$ cat src/rtl/lut_config_loader.sv
// Serial LUT configuration loader: shifts MEM_SIZE-bit frames in, then
// pulses a one-hot per-LUT enable to latch each frame into NUM_LUTS blocks.
// Ports: cclk, rst_n (async, active-low), start, bit_in, bit_valid,
//   bit_ready, config_out[MEM_SIZE], cen_out[NUM_LUTS], busy, done, error.
// Option: LUT_CONFIG_PARITY_EN adds an even-parity bit per frame
//   and a sticky error flag; otherwise error is tied 0.
module lut_config_loader #(
  parameter int ADDR_BITS = 4,
  parameter int MEM_SIZE  = 2**ADDR_BITS,
  parameter int NUM_LUTS  = 4
) (
  input  logic                cclk,
  input  logic                rst_n,
  input  logic                start,
  input  logic                bit_in,
  input  logic                bit_valid,
  output logic                bit_ready,
  output logic [MEM_SIZE-1:0] config_out,
  output logic [NUM_LUTS-1:0] cen_out,
  output logic                busy,
  output logic                done,
  output logic                error
);

  localparam int CW = $clog2(MEM_SIZE + 1);
  localparam int IW = (NUM_LUTS > 1) ? $clog2(NUM_LUTS) : 1;

  typedef enum logic [2:0] {
    ST_IDLE   = 3'd0,
    ST_SHIFT  = 3'd1,
`ifdef LUT_CONFIG_PARITY_EN
    ST_PARITY = 3'd2,
`endif
    ST_COMMIT = 3'd3,
    ST_FINISH = 3'd4
  } state_t;

  state_t              r_state;
  state_t              w_nxt;
  logic [CW-1:0]       r_cnt;
  logic [IW-1:0]       r_idx;
  logic [MEM_SIZE-1:0] r_frame;
  logic [MEM_SIZE-1:0] w_frame_nxt;
  logic                w_accept;
  logic                w_last_bit;
  logic                w_last_lut;
  logic                w_advance;

  assign w_accept   = bit_valid & bit_ready;
  assign w_last_bit = (r_cnt == CW'(MEM_SIZE - 1));
  assign w_last_lut = (r_idx == IW'(NUM_LUTS - 1));

`ifdef LUT_CONFIG_PARITY_EN
  logic r_err;
  logic w_par_ok;
  // Even parity: the parity bit equals the XOR of the frame.
  assign w_par_ok  = (bit_in == ^r_frame);
  // A failed frame moves on to the next LUT without a commit.
  assign w_advance = (r_state == ST_COMMIT) |
                     ((r_state == ST_PARITY) & w_accept & ~w_par_ok);
  assign error     = r_err;
`else
  assign w_advance = (r_state == ST_COMMIT);
  assign error     = 1'b0;
`endif

  // Write the incoming bit at index r_cnt.
  always_comb begin
    w_frame_nxt = r_frame;
    for (int i = 0; i < MEM_SIZE; i++) begin
      if (r_cnt == CW'(i)) w_frame_nxt[i] = bit_in;
    end
  end

  always_ff @(posedge cclk or negedge rst_n) begin
    if (!rst_n) r_state <= ST_IDLE;
    else        r_state <= w_nxt;
  end

  always_comb begin
    w_nxt     = r_state;
    bit_ready = 1'b0;
    busy      = 1'b1;
    done      = 1'b0;
    cen_out   = '0;
    unique case (r_state)
      ST_IDLE: begin
        busy = 1'b0;
        if (start) w_nxt = ST_SHIFT;
      end
      ST_SHIFT: begin
        bit_ready = 1'b1;
        if (w_accept && w_last_bit) begin
`ifdef LUT_CONFIG_PARITY_EN
          w_nxt = ST_PARITY;
`else
          w_nxt = ST_COMMIT;
`endif
        end
      end
`ifdef LUT_CONFIG_PARITY_EN
      ST_PARITY: begin
        bit_ready = 1'b1;
        if (w_accept) begin
          if (w_par_ok)        w_nxt = ST_COMMIT;
          else if (w_last_lut) w_nxt = ST_FINISH;
          else                 w_nxt = ST_SHIFT;
        end
      end
`endif
      ST_COMMIT: begin
        cen_out = NUM_LUTS'(1) << r_idx;
        w_nxt   = w_last_lut ? ST_FINISH : ST_SHIFT;
      end
      ST_FINISH: begin
        done  = 1'b1;
        w_nxt = ST_IDLE;
      end
      default: w_nxt = ST_IDLE;
    endcase
  end

  always_ff @(posedge cclk or negedge rst_n) begin
    if (!rst_n) begin
      r_cnt   <= '0;
      r_idx   <= '0;
      r_frame <= '0;
    end else begin
      if (r_state == ST_IDLE && start) begin
        r_cnt <= '0;
        r_idx <= '0;
      end
      if (r_state == ST_SHIFT && w_accept) begin
        r_frame <= w_frame_nxt;
        r_cnt   <= r_cnt + CW'(1);
      end
      if (w_advance && !w_last_lut) begin
        r_idx <= r_idx + IW'(1);
        r_cnt <= '0;
      end
    end
  end

`ifdef LUT_CONFIG_PARITY_EN
  always_ff @(posedge cclk or negedge rst_n) begin
    if (!rst_n)                           r_err <= 1'b0;
    else if (r_state == ST_IDLE && start) r_err <= 1'b0;
    else if (r_state == ST_PARITY && w_accept && !w_par_ok)
      r_err <= 1'b1;
  end
`endif

  assign config_out = r_frame;

endmodule

$ cat config.mk
export PLATFORM = sky130hd
export DESIGN_NAME = lut_config_loader
export DESIGN_NICKNAME = d
export VERILOG_FILES = /design/src/rtl/lut_config_loader.sv
export SDC_FILE = /design/constraint.sdc
export NUM_CORES = 1
export LEC_CHECK = 0
export BUFFER_PORTS_ARGS = -buffer_cell sky130_fd_sc_hd__buf_4
export CAP_MARGIN = 40
export CORE_MARGIN = 2
export CORE_UTILIZATION = 30
export DETAILED_ROUTE_END_ITERATION = 8
export PLACE_DENSITY = 0.55
export SYNTH_ARGS = -nofsm -noshare
export SYNTH_HDL_FRONTEND = slang
export SYNTH_SLANG_ARGS = --single-unit
export TNS_END_PERCENT = 1
$ cat constraint.sdc
create_clock -name cclk -period 2.1 [get_ports cclk]
set_input_delay 0.21 -clock cclk [delete_from_list [all_inputs] [get_ports cclk]]
set_output_delay 0.21 -clock cclk [all_outputs]
set_load 0.005 [all_outputs]
# ---- Word-level counts from Yosys, hierarchy flattened
# Index checks and enable logic that the tools add are counted.
dict set report classes {
  add_sub_neg 2
  n_eq_ne 21
  n_shift 1
  n_mux 13
  bitwise 1
  reduce_logical 26
}
# cell n
set op_table {}
lappend op_table {{equality test 5 x 4 -> 1 bit, second input constant} 8}
lappend op_table {{AND reduction 2 bit} 17}
lappend op_table {{equality test 5 x 3 -> 1 bit, second input constant} 4}
lappend op_table {{two-way mux 5 bit} 3}
lappend op_table {{equality test 5 x 2 -> 1 bit, second input constant} 2}
lappend op_table {{two-way mux 3 bit} 3}
lappend op_table {{case mux 3 bit (3 select lines)} 1}
lappend op_table {{adder 5 x 1 -> 5 bit, second input constant} 1}
lappend op_table {{equality test 5 x 1 -> 1 bit, second input constant} 1}
lappend op_table {{logical NOT 5 bit} 1}
lappend op_table {{logical AND 1 bit} 4}
lappend op_table {{two-way mux 2 bit} 2}
lappend op_table {{two-way mux 4 bit} 1}
lappend op_table {{!= test 2 bit, second input constant} 2}
lappend op_table {{left shift 1 x 2 -> 4 bit, first input constant} 1}
lappend op_table {{equality test 3 x 1 -> 1 bit, second input constant} 1}
lappend op_table {{equality test 3 x 2 -> 1 bit, second input constant} 1}
lappend op_table {{equality test 3 bit, second input constant} 1}
lappend op_table {{logical NOT 3 bit} 1}
lappend op_table {{two-way mux 1 bit} 3}
lappend op_table {{nonzero test 3 bit} 1}
lappend op_table {{adder 2 x 1 -> 2 bit, second input constant} 1}
lappend op_table {{equality test 2 bit, second input constant} 1}
lappend op_table {{nonzero test 2 bit} 1}
lappend op_table {{other kinds (2)} 2}
dict set report totals {
  reg_bits 26
  out_inout_bits 24
}

# ---- Depth between registers and ports, before layout
# Gate-level depths: netlist of the first run.
dict set report depth {
  depth_word 6
  depth_mapped 6
  ltp_nobuf 5
}

# ---- Least setup slack after synthesis of the first run
# No wires, ideal clock.
dict set report synth_timing {
  path_type {reg2reg}
  from {reg r_state[2]}
  to {reg r_frame[0], in the netlist config_out[0]}
  setup_time_ns 0.127
  arrival_ns 1.366
  required_time_ns 1.973
  setup_slack_ns 0.606
  stages_incl_launch_ff 7
  path_buffers 3
  period_less_slack_ns 1.494
  cell_sequence {dfrtp_1 > buf_6 > and4bb_1 > buf_6 > buf_8 > nand4_1 > mux2_1}
}
dict set report synth_between {
  elab_chain_cells 5
}
# element line
set synth_lines {}
lappend synth_lines {{from (decl)} 38} ;# state_t r_state;
lappend synth_lines {{from (signal assigned)} 77} ;# else r_state <= w_nxt;
lappend synth_lines {{equality test 3 x 1 -> 1 bit *} {86, 133}}
lappend synth_lines {{two-way mux 1 bit} 86} ;# unique case (r_state)
lappend synth_lines {{AND 1 bit} 49} ;# assign w_accept = bit_valid & bit_ready;
lappend synth_lines {{logical AND 1 bit *} 133} ;# if (r_state == ST_SHIFT && w_accept) begin
lappend synth_lines {{AND reduction 2 bit (no source line) *} n/a}
lappend synth_lines {{to (signal assigned)} 134} ;# r_frame <= w_frame_nxt;
lappend synth_lines {{to (decl)} 42} ;# logic [MEM_SIZE-1:0] r_frame;
# Every way passes the cells marked *; elsewhere a longest branch is shown, timed or not.
# A chain may end at the register's enable or synchronous reset.

# ---- Worst setup path in the final report of the first run
dict set report layout_timing {
  from {reg r_state[2]}
  to {reg r_frame[15], in the netlist config_out[15]}
}
# The elaborated chain is that of the path after synthesis.

==> metrics.md, run 1 <==
| Metric | Value |
|---|---|
| Status | complete, no violations |
| Area contributors post-synth | dfrtp_1 46%, ha_1 8.0%, mux2_2 8.0%, mux2_1 4.8%, nand4_1 4.5% |
| Max-Slew Margin vs Limit | 61.6% |
| Unrepaired setup endpoints after global routing | false |
| Critical path type | reg -> reg |
| Core area | 4410 µm² |
| DRT antenna net count | 0 |
| Cts bufs inserted | 3 |
| Comb pwr share | 40.0% |
| Syn_nets | 138 |
| Min-delay src | start |
| Clk pin slew, worst setup/hold paths | 0.09 ns |
| CP cell instances | and4bb_1 -> and2_2 -> mux2_2 |
| Sequential share of power | 44.2% |
| Asr flop ratio synth | 100% |
| Critical-path top delay cell | and4bb_1 |
| Worst Hold Endpoint | r_state[0] |
| FMAX | 0.544 GHz |
| Worst endpoint data arrival time | 2.00 ns |
| Syn Area/Cell | 11.3 µm² |
| First-pass GRT wire length | 4.80 mm |
| Pint | 1.33 mW |
| WP data required | 2.26 ns |
| H-tree depth | 1 |
| FF-to-FF setup slack | 0.26 ns |
| Reg-to-Reg End | config_out[15] |
| Area delta synth->final | 19.7% |
| Top cell type by total area after synthesis | dfrtp_1 |
| Gpl congestion | 0.813 |
| Clock buffer depth | 2 |
| Non-Filler Instances | 200 |
| Via density | 4.93 |
| Fin. Hold Viols | 0 |
| Dpl cells | 195 |
| Largest net degree at the start of global routing | 27 |
| Post-synth cell types | 34 |
| Count leader, synth | dfrtp_1 |
| I/O Pins | 29 |
| Startpoint types | register |
| Main synth FF type | dfrtp_1 |
| Mapped Cells | 124 |
| Initial core utilization | 31.7% |
| Hold_ws | 0.262 ns |
| Place WS | 0.291 ns |
| Port Buf Inserts | 27 |
| Worst R2R Start | r_state[2] |
| Drt drc | 0 |
| Worst Hold Class | in -> reg |
| Via count | 985 |
| GRT Util Overall | 11.6% |
| Synth cell count leaders | 26 x dfrtp_1, 10 x mux2_2, 10 x nand4_1 |
| Die ar. | 5230 µm² |
| Final Routed Wirelength | 2.74 mm |
| Fin crit period | 1.84 ns |
| N_diodes | 0 |
| Maximum VDD drop | 0.456 mV |
| Clock share of power | 15.9% |
| Worst hold stages | 3 |
| MaxCap Viol Count | 0 |
| Max FO, Critical Path | 17 |
| Yosys warns | 0 |
| Final Setup Violations | 0 |
| CTS Sinks | 26 |
| Clk root buf | clkbuf_8 |
| R2R depth | 3 |
| Overflow after GRT | 0 |
| Fraction of layout cells with a size suffix above 1 | 31.1% |
| Share of Yosys cell area claimed by the top area cell type | 46.5% |
| Switch Pwr | 0.707 mW |
| HPWL after detailed placement | 1.98 mm |
| Tcrit/Tclk final | 87.6% |
| DR iter-0 viols | 19 |
| Post-cts sizing count | 0 |
| Total Nets Final | 163 |
| Buffers & Inverters on Critical Path | 0 |
| Initial antenna violation count | 0 |
| Sequential share of the synthesized area | 46.5% |
| Setup TNS | 0 ns |
| Wire length per cell | 13.7 µm |
| Vias in the first global route | 1027 |
| Largest stage delay on the critical path | 0.68 ns |
| Worst setup EP type | register |
| CTS tree | yes |
| Leakage | 0.795 nW |
| Number of synthesized flops with an enable pin | 0 |
| Die X-Extent | 72.3 µm |
| Sw Share | 34.8% |
| Flops & latches, synth | 26 |
| Clk_lat worst skew | 0.27 ns |
| Final worst slack | 0.261 ns |
| Die extent in y | 72.3 µm |
| Power per cell area | 1210 nW/µm² |
| Fin. max-slew vios | 0 |
| Row count | 24 |
| CP top delay family | simple AND/OR/NAND/NOR gates |
| Pre-antenna DRT Iters | 4 |
| Least-Margin Pin Slew | 0.576 ns |
| Post-Syn Area | 1400 µm² |
| Clock skew | 0.00261 ns |
per-layer routing:
layer / wire [µm] / global-route usage (%)
met5: 0 / 0
met4: 32 / 3.77
met3: 121 / 1.81
met2: 1270 / 19.8
met1: 1320 / 14.9
cell usage in the layout, fill, tap and decap left out, types with 3 or more instances in the layout:
master,instances
buf_4,28
dfrtp_1,26
nand4_1,10
mux2_2,10
ha_1,9
inv_1,6
mux2_1,6
nand2_1,6
and2_1,5
nor2_1,4
clkbuf_8,4
nor2b_1,3
nand3_1,3
nand4b_1,3
flip-flops by register name (all words and copies together) (netlist names):
signal / count
r_idx: 2
r_cnt: 5
r_state: 3
config_out: 16
layout make-up:
cell class / instances / area [µm²]
sequential: 26 / 651
clock buffer: 4 / 55.1
tap: 52 / 65.1
timing repair buffer: 29 / 220
fill: 467 / 2740
multi-input combinational: 82 / 658
inverter: 7 / 26.3
repair_timing:
action | 4_1_cts | 5_1_grt
endpoints found under the hold margin | 26 | 0
setup buffers | 0 | 0
hold buffers | 1 | 0
how the worst max path moves through the flow:
| stage | to | depth (start not counted) | from |
|---|---|---|---|
| floorplan | config_out[0] | 6 | r_state[2] |
| global placement | config_out[15] | 3 | r_state[2] |
| detailed placement | config_out[15] | 3 | r_state[2] |
| CTS | config_out[15] | 3 | r_state[2] |
| global route | config_out[15] | 3 | r_state[2] |
| finish | config_out[15] | 3 | r_state[2] |
stage by stage:
| stage | area, µm² | utilization [%] | power (mW) |
|---|---|---|---|
| 6_report | 1680 | 38.0 | 2.03 |
| 5_1_grt | 1680 | 38.0 | 2.21 |
| 4_1_cts | 1680 | 38.0 | 2.06 |
| 3_5_place_dp | 1610 | 36.5 | 1.73 |
| 3_3_place_gp | 1610 | 36.5 | 1.69 |
| 2_1_floorplan | 1400 | - | 1.36 |
power groups by stage:
stage	logic (mW)	registers, mW	clock network [mW]
2_1_floorplan	0.511	0.848	0
3_3_place_gp	0.796	0.897	0
4_1_cts	0.830	0.896	0.333
5_1_grt	0.925	0.936	0.354
3_5_place_dp	0.823	0.905	0
6_report	0.812	0.898	0.323
tightest hold or removal path: stages:
cell      delay [ns]
buf_4           0.11
nand2b_1        0.10
a21oi_1         0.08
cells by family (layout without fill, tap and decap cells):
group	Yosys count	count (layout)	share of synthesized area (%)
adders and majority gates	9	9	8.04
and+or+nand+nor	45	45	20.4
muxes	18	18	14.3
buffers and inverters	16	40	6.52
other	1	1	0.268
AOI/OAI and AO/OA	9	9	4.02
DFF	26	26	46.5
Power figures use the tool's default switching activity.
==> inputs of run 2 (changes only) <==
- CTS_BUF_LIST: not set -> sky130_fd_sc_hd__clkbuf_16
==> metrics.md, run 2 (synthesis results as in run 1) <==
| Metric | Value |
|---|---|
| Worst setup EP type | register (unchanged) |
| Worst Hold Class | in -> reg (unchanged) |
| Via density | 4.92 (was 4.93) |
| Critical path type | reg -> reg (unchanged) |
| Post-cts sizing count | 0 (unchanged) |
| Leakage | 0.805 nW (was 0.795 nW) |
| Tcrit/Tclk final | 87.4% (was 87.6%) |
| Row count | 24 (unchanged) |
| CTS tree | yes (unchanged) |
| Wire length per cell | 13.7 µm (about the same) |
| Max reg flops | 16 (unchanged) |
| Clk root buf | clkbuf_16 (was clkbuf_8) |
| Die X-Extent | 72.3 µm (unchanged) |
| Design Area, Final | 1700 µm² (was 1680 µm²) |
| Worst endpoint data arrival time | 1.98 ns (was 2.00 ns) |
| Sequential share of power | 42.0% (was 44.2%) |
| Post-CTS setup repair buffer count | 0 (unchanged) |
| Fraction of layout cells with a size suffix above 1 | 30.4% (was 31.1%) |
| Clk pin slew, worst setup/hold paths | 0.06 ns (was 0.09 ns) |
| Initial antenna violation count | 0 (unchanged) |
| DR iter-0 viols | 27 (was 19) |
| WP data required | 2.25 ns (was 2.26 ns) |
| Unrepaired setup endpoints after global routing | false (unchanged) |
| Met3 usage | 2.64% (was 1.81%) |
| DRT antenna net count | 0 (unchanged) |
| Final Routed Wirelength | 2.75 mm (was 2.74 mm) |
| FF-to-FF setup slack | 0.27 ns (was 0.26 ns) |
| Core area | 4410 µm² (unchanged) |
| Status | complete, no violations (unchanged) |
| Fin. max-slew vios | 0 (unchanged) |
| Switch Pwr | 0.720 mW (was 0.707 mW) |
| Storage element area | 651 µm² (unchanged) |
| Multi-input combinational cell area | 658 µm² (unchanged) |
| FMAX | 0.545 GHz (was 0.544 GHz) |
| Clock share of power | 19.7% (was 15.9%) |
| Clk_lat worst skew | 0.26 ns (was 0.27 ns) |
| Vias in the first global route | 1039 (was 1027) |
| Die ar. | 5230 µm² (unchanged) |
| Via count | 984 (was 985) |
| Sw Share | 33.7% (was 34.8%) |
| Cts bufs inserted | 3 (unchanged) |
| I/O Pins | 29 (unchanged) |
| Min-delay src | start (unchanged) |
| Worst Hold Endpoint | r_state[0] (unchanged) |
| Area delta synth->final | 21.4% (was 19.7%) |
| Largest net degree at the start of global routing | 27 (unchanged) |
| R2R depth | 3 (unchanged) |
| Comb pwr share | 38.2% (was 40.0%) |
| Most frequent cells in the layout | 28 x buf_4, 26 x dfrtp_1, 10 x nand4_1, 10 x mux2_2, 9 x ha_1 (unchanged) |
| GRT Max-Usage Layer | met2 (unchanged) |
| Placed instance area | 1610 µm² (unchanged) |
| Met2 Usage GRT | 19.6% (was 19.8%) |
| Startpoint types | register (unchanged) |
| Drt drc | 0 (unchanged) |
| Max-Slew Margin vs Limit | 61.7% (was 61.6%) |
| HPWL after detailed placement | 1.98 mm (unchanged) |
| Final Setup Violations | 0 (unchanged) |
| N_diodes | 0 (unchanged) |
| Pint | 1.41 mW (was 1.33 mW) |
| Gpl congestion | 0.813 (unchanged) |
| GRT Util Overall | 12.0% (was 11.6%) |
| CTS Sinks | 26 (unchanged) |
| Die extent in y | 72.3 µm (unchanged) |
| Worst R2R Start | r_state[2] (unchanged) |
| Least-Margin Pin Slew | 0.574 ns (was 0.576 ns) |
| H-tree depth | 1 (unchanged) |
| Fin. Hold Viols | 0 (unchanged) |
| Pre-antenna DRT Iters | 4 (unchanged) |
| Worst hold stages | 3 (unchanged) |
| Met1 Resource Use GR | 15.6% (was 14.9%) |
| Max FO, Critical Path | 17 (unchanged) |
| Clock buffer depth | 2 (unchanged) |
| Clock skew | 0.00274 ns (was 0.00261 ns) |
| Fillcell total | 466 (was 467) |
| Total Nets Final | 163 (unchanged) |
| Fin crit period | 1.83 ns (was 1.84 ns) |
| Reg-to-Reg End | config_out[15] (unchanged) |
| MaxCap Viol Count | 0 (unchanged) |
| Overflow after GRT | 0 (unchanged) |
| Initial core utilization | 31.7% (unchanged) |
| Setup TNS | 0 ns (unchanged) |
| First-pass GRT wire length | 4.86 mm (was 4.80 mm) |
| Power per cell area | 1260 nW/µm² (was 1210 nW/µm²) |
| Port Buf Inserts | 27 (unchanged) |
| Most common cell after layout, fill and taps aside | buf_4 (unchanged) |
| Maximum VDD drop | 0.469 mV (was 0.456 mV) |
[run 2: cell count changes in the layout (fill, tap and decap cells not counted), sizes merged]
cell | previous run | this run
clkinv | 0 | 1
clkbuf | 4 | 3
[run 2: worst max-delay path, stage by stage (launching register included)]
cell and delay [ns]:
dfrtp_1 0.46, and4bb_1 0.68, and2_2 0.26, mux2_2 0.32
[run 2: how the worst max path moves through the flow]
stage	startpoint	end	slack (ns)
CTS	r_state[2]	config_out[15]	0.28
finish	r_state[2]	config_out[15]	0.27
global route	r_state[2]	config_out[15]	0.16
detailed placement	r_state[2]	config_out[15]	0.29
global placement	r_state[2]	config_out[15]	0.34
floorplan	r_state[2]	config_out[0]	0.61
[run 2: per-layer routing]
metal  wire [µm]  vias up
met1        1300      471
met5           0        -
met4          46        0
met2        1270       23
li1            -      485
met3         128        5
[run 2: what timing repair did]
action,CTS,global route
endpoints found under the setup margin,0,0
hold endpoints to repair,26,0
hold buffers,1,0
[run 2: final cells by class]
type | instances | share of cell area, %
clock buffers | 3 | 4.42
clock inverters | 1 | 0.221
inverters | 7 | 1.55
multi-input cells | 82 | 38.7
flip-flops and latches | 26 | 38.3
well taps | 52 | 3.83
repair buffers | 29 | 13.0
[run 2: power by group through the flow]
stage	logic (mW)	clock network [mW]	registers, mW
3_3_place_gp	0.796	0	0.897
4_1_cts	0.831	0.436	0.897
6_report	0.816	0.422	0.898
2_1_floorplan	0.511	0	0.848
3_5_place_dp	0.823	0	0.905
5_1_grt	0.930	0.465	0.935
[run 2: metrics by stage]
step / std cells / setup slack [ns] / utilization (%) / power [mW] / hold slack (ns)
after floorplan: 124 / 0.606 / - / 1.36 / -0.0856
after global placement: 195 / 0.337 / 36.5 / 1.69 / 0.134
after detailed placement: 195 / 0.291 / 36.5 / 1.73 / 0.142
after CTS: 200 / 0.284 / 38.5 / 2.16 / 0.274
after global routing: 200 / 0.160 / 38.5 / 2.33 / 0.305
final: 200 / 0.265 / 38.5 / 2.13 / 0.280
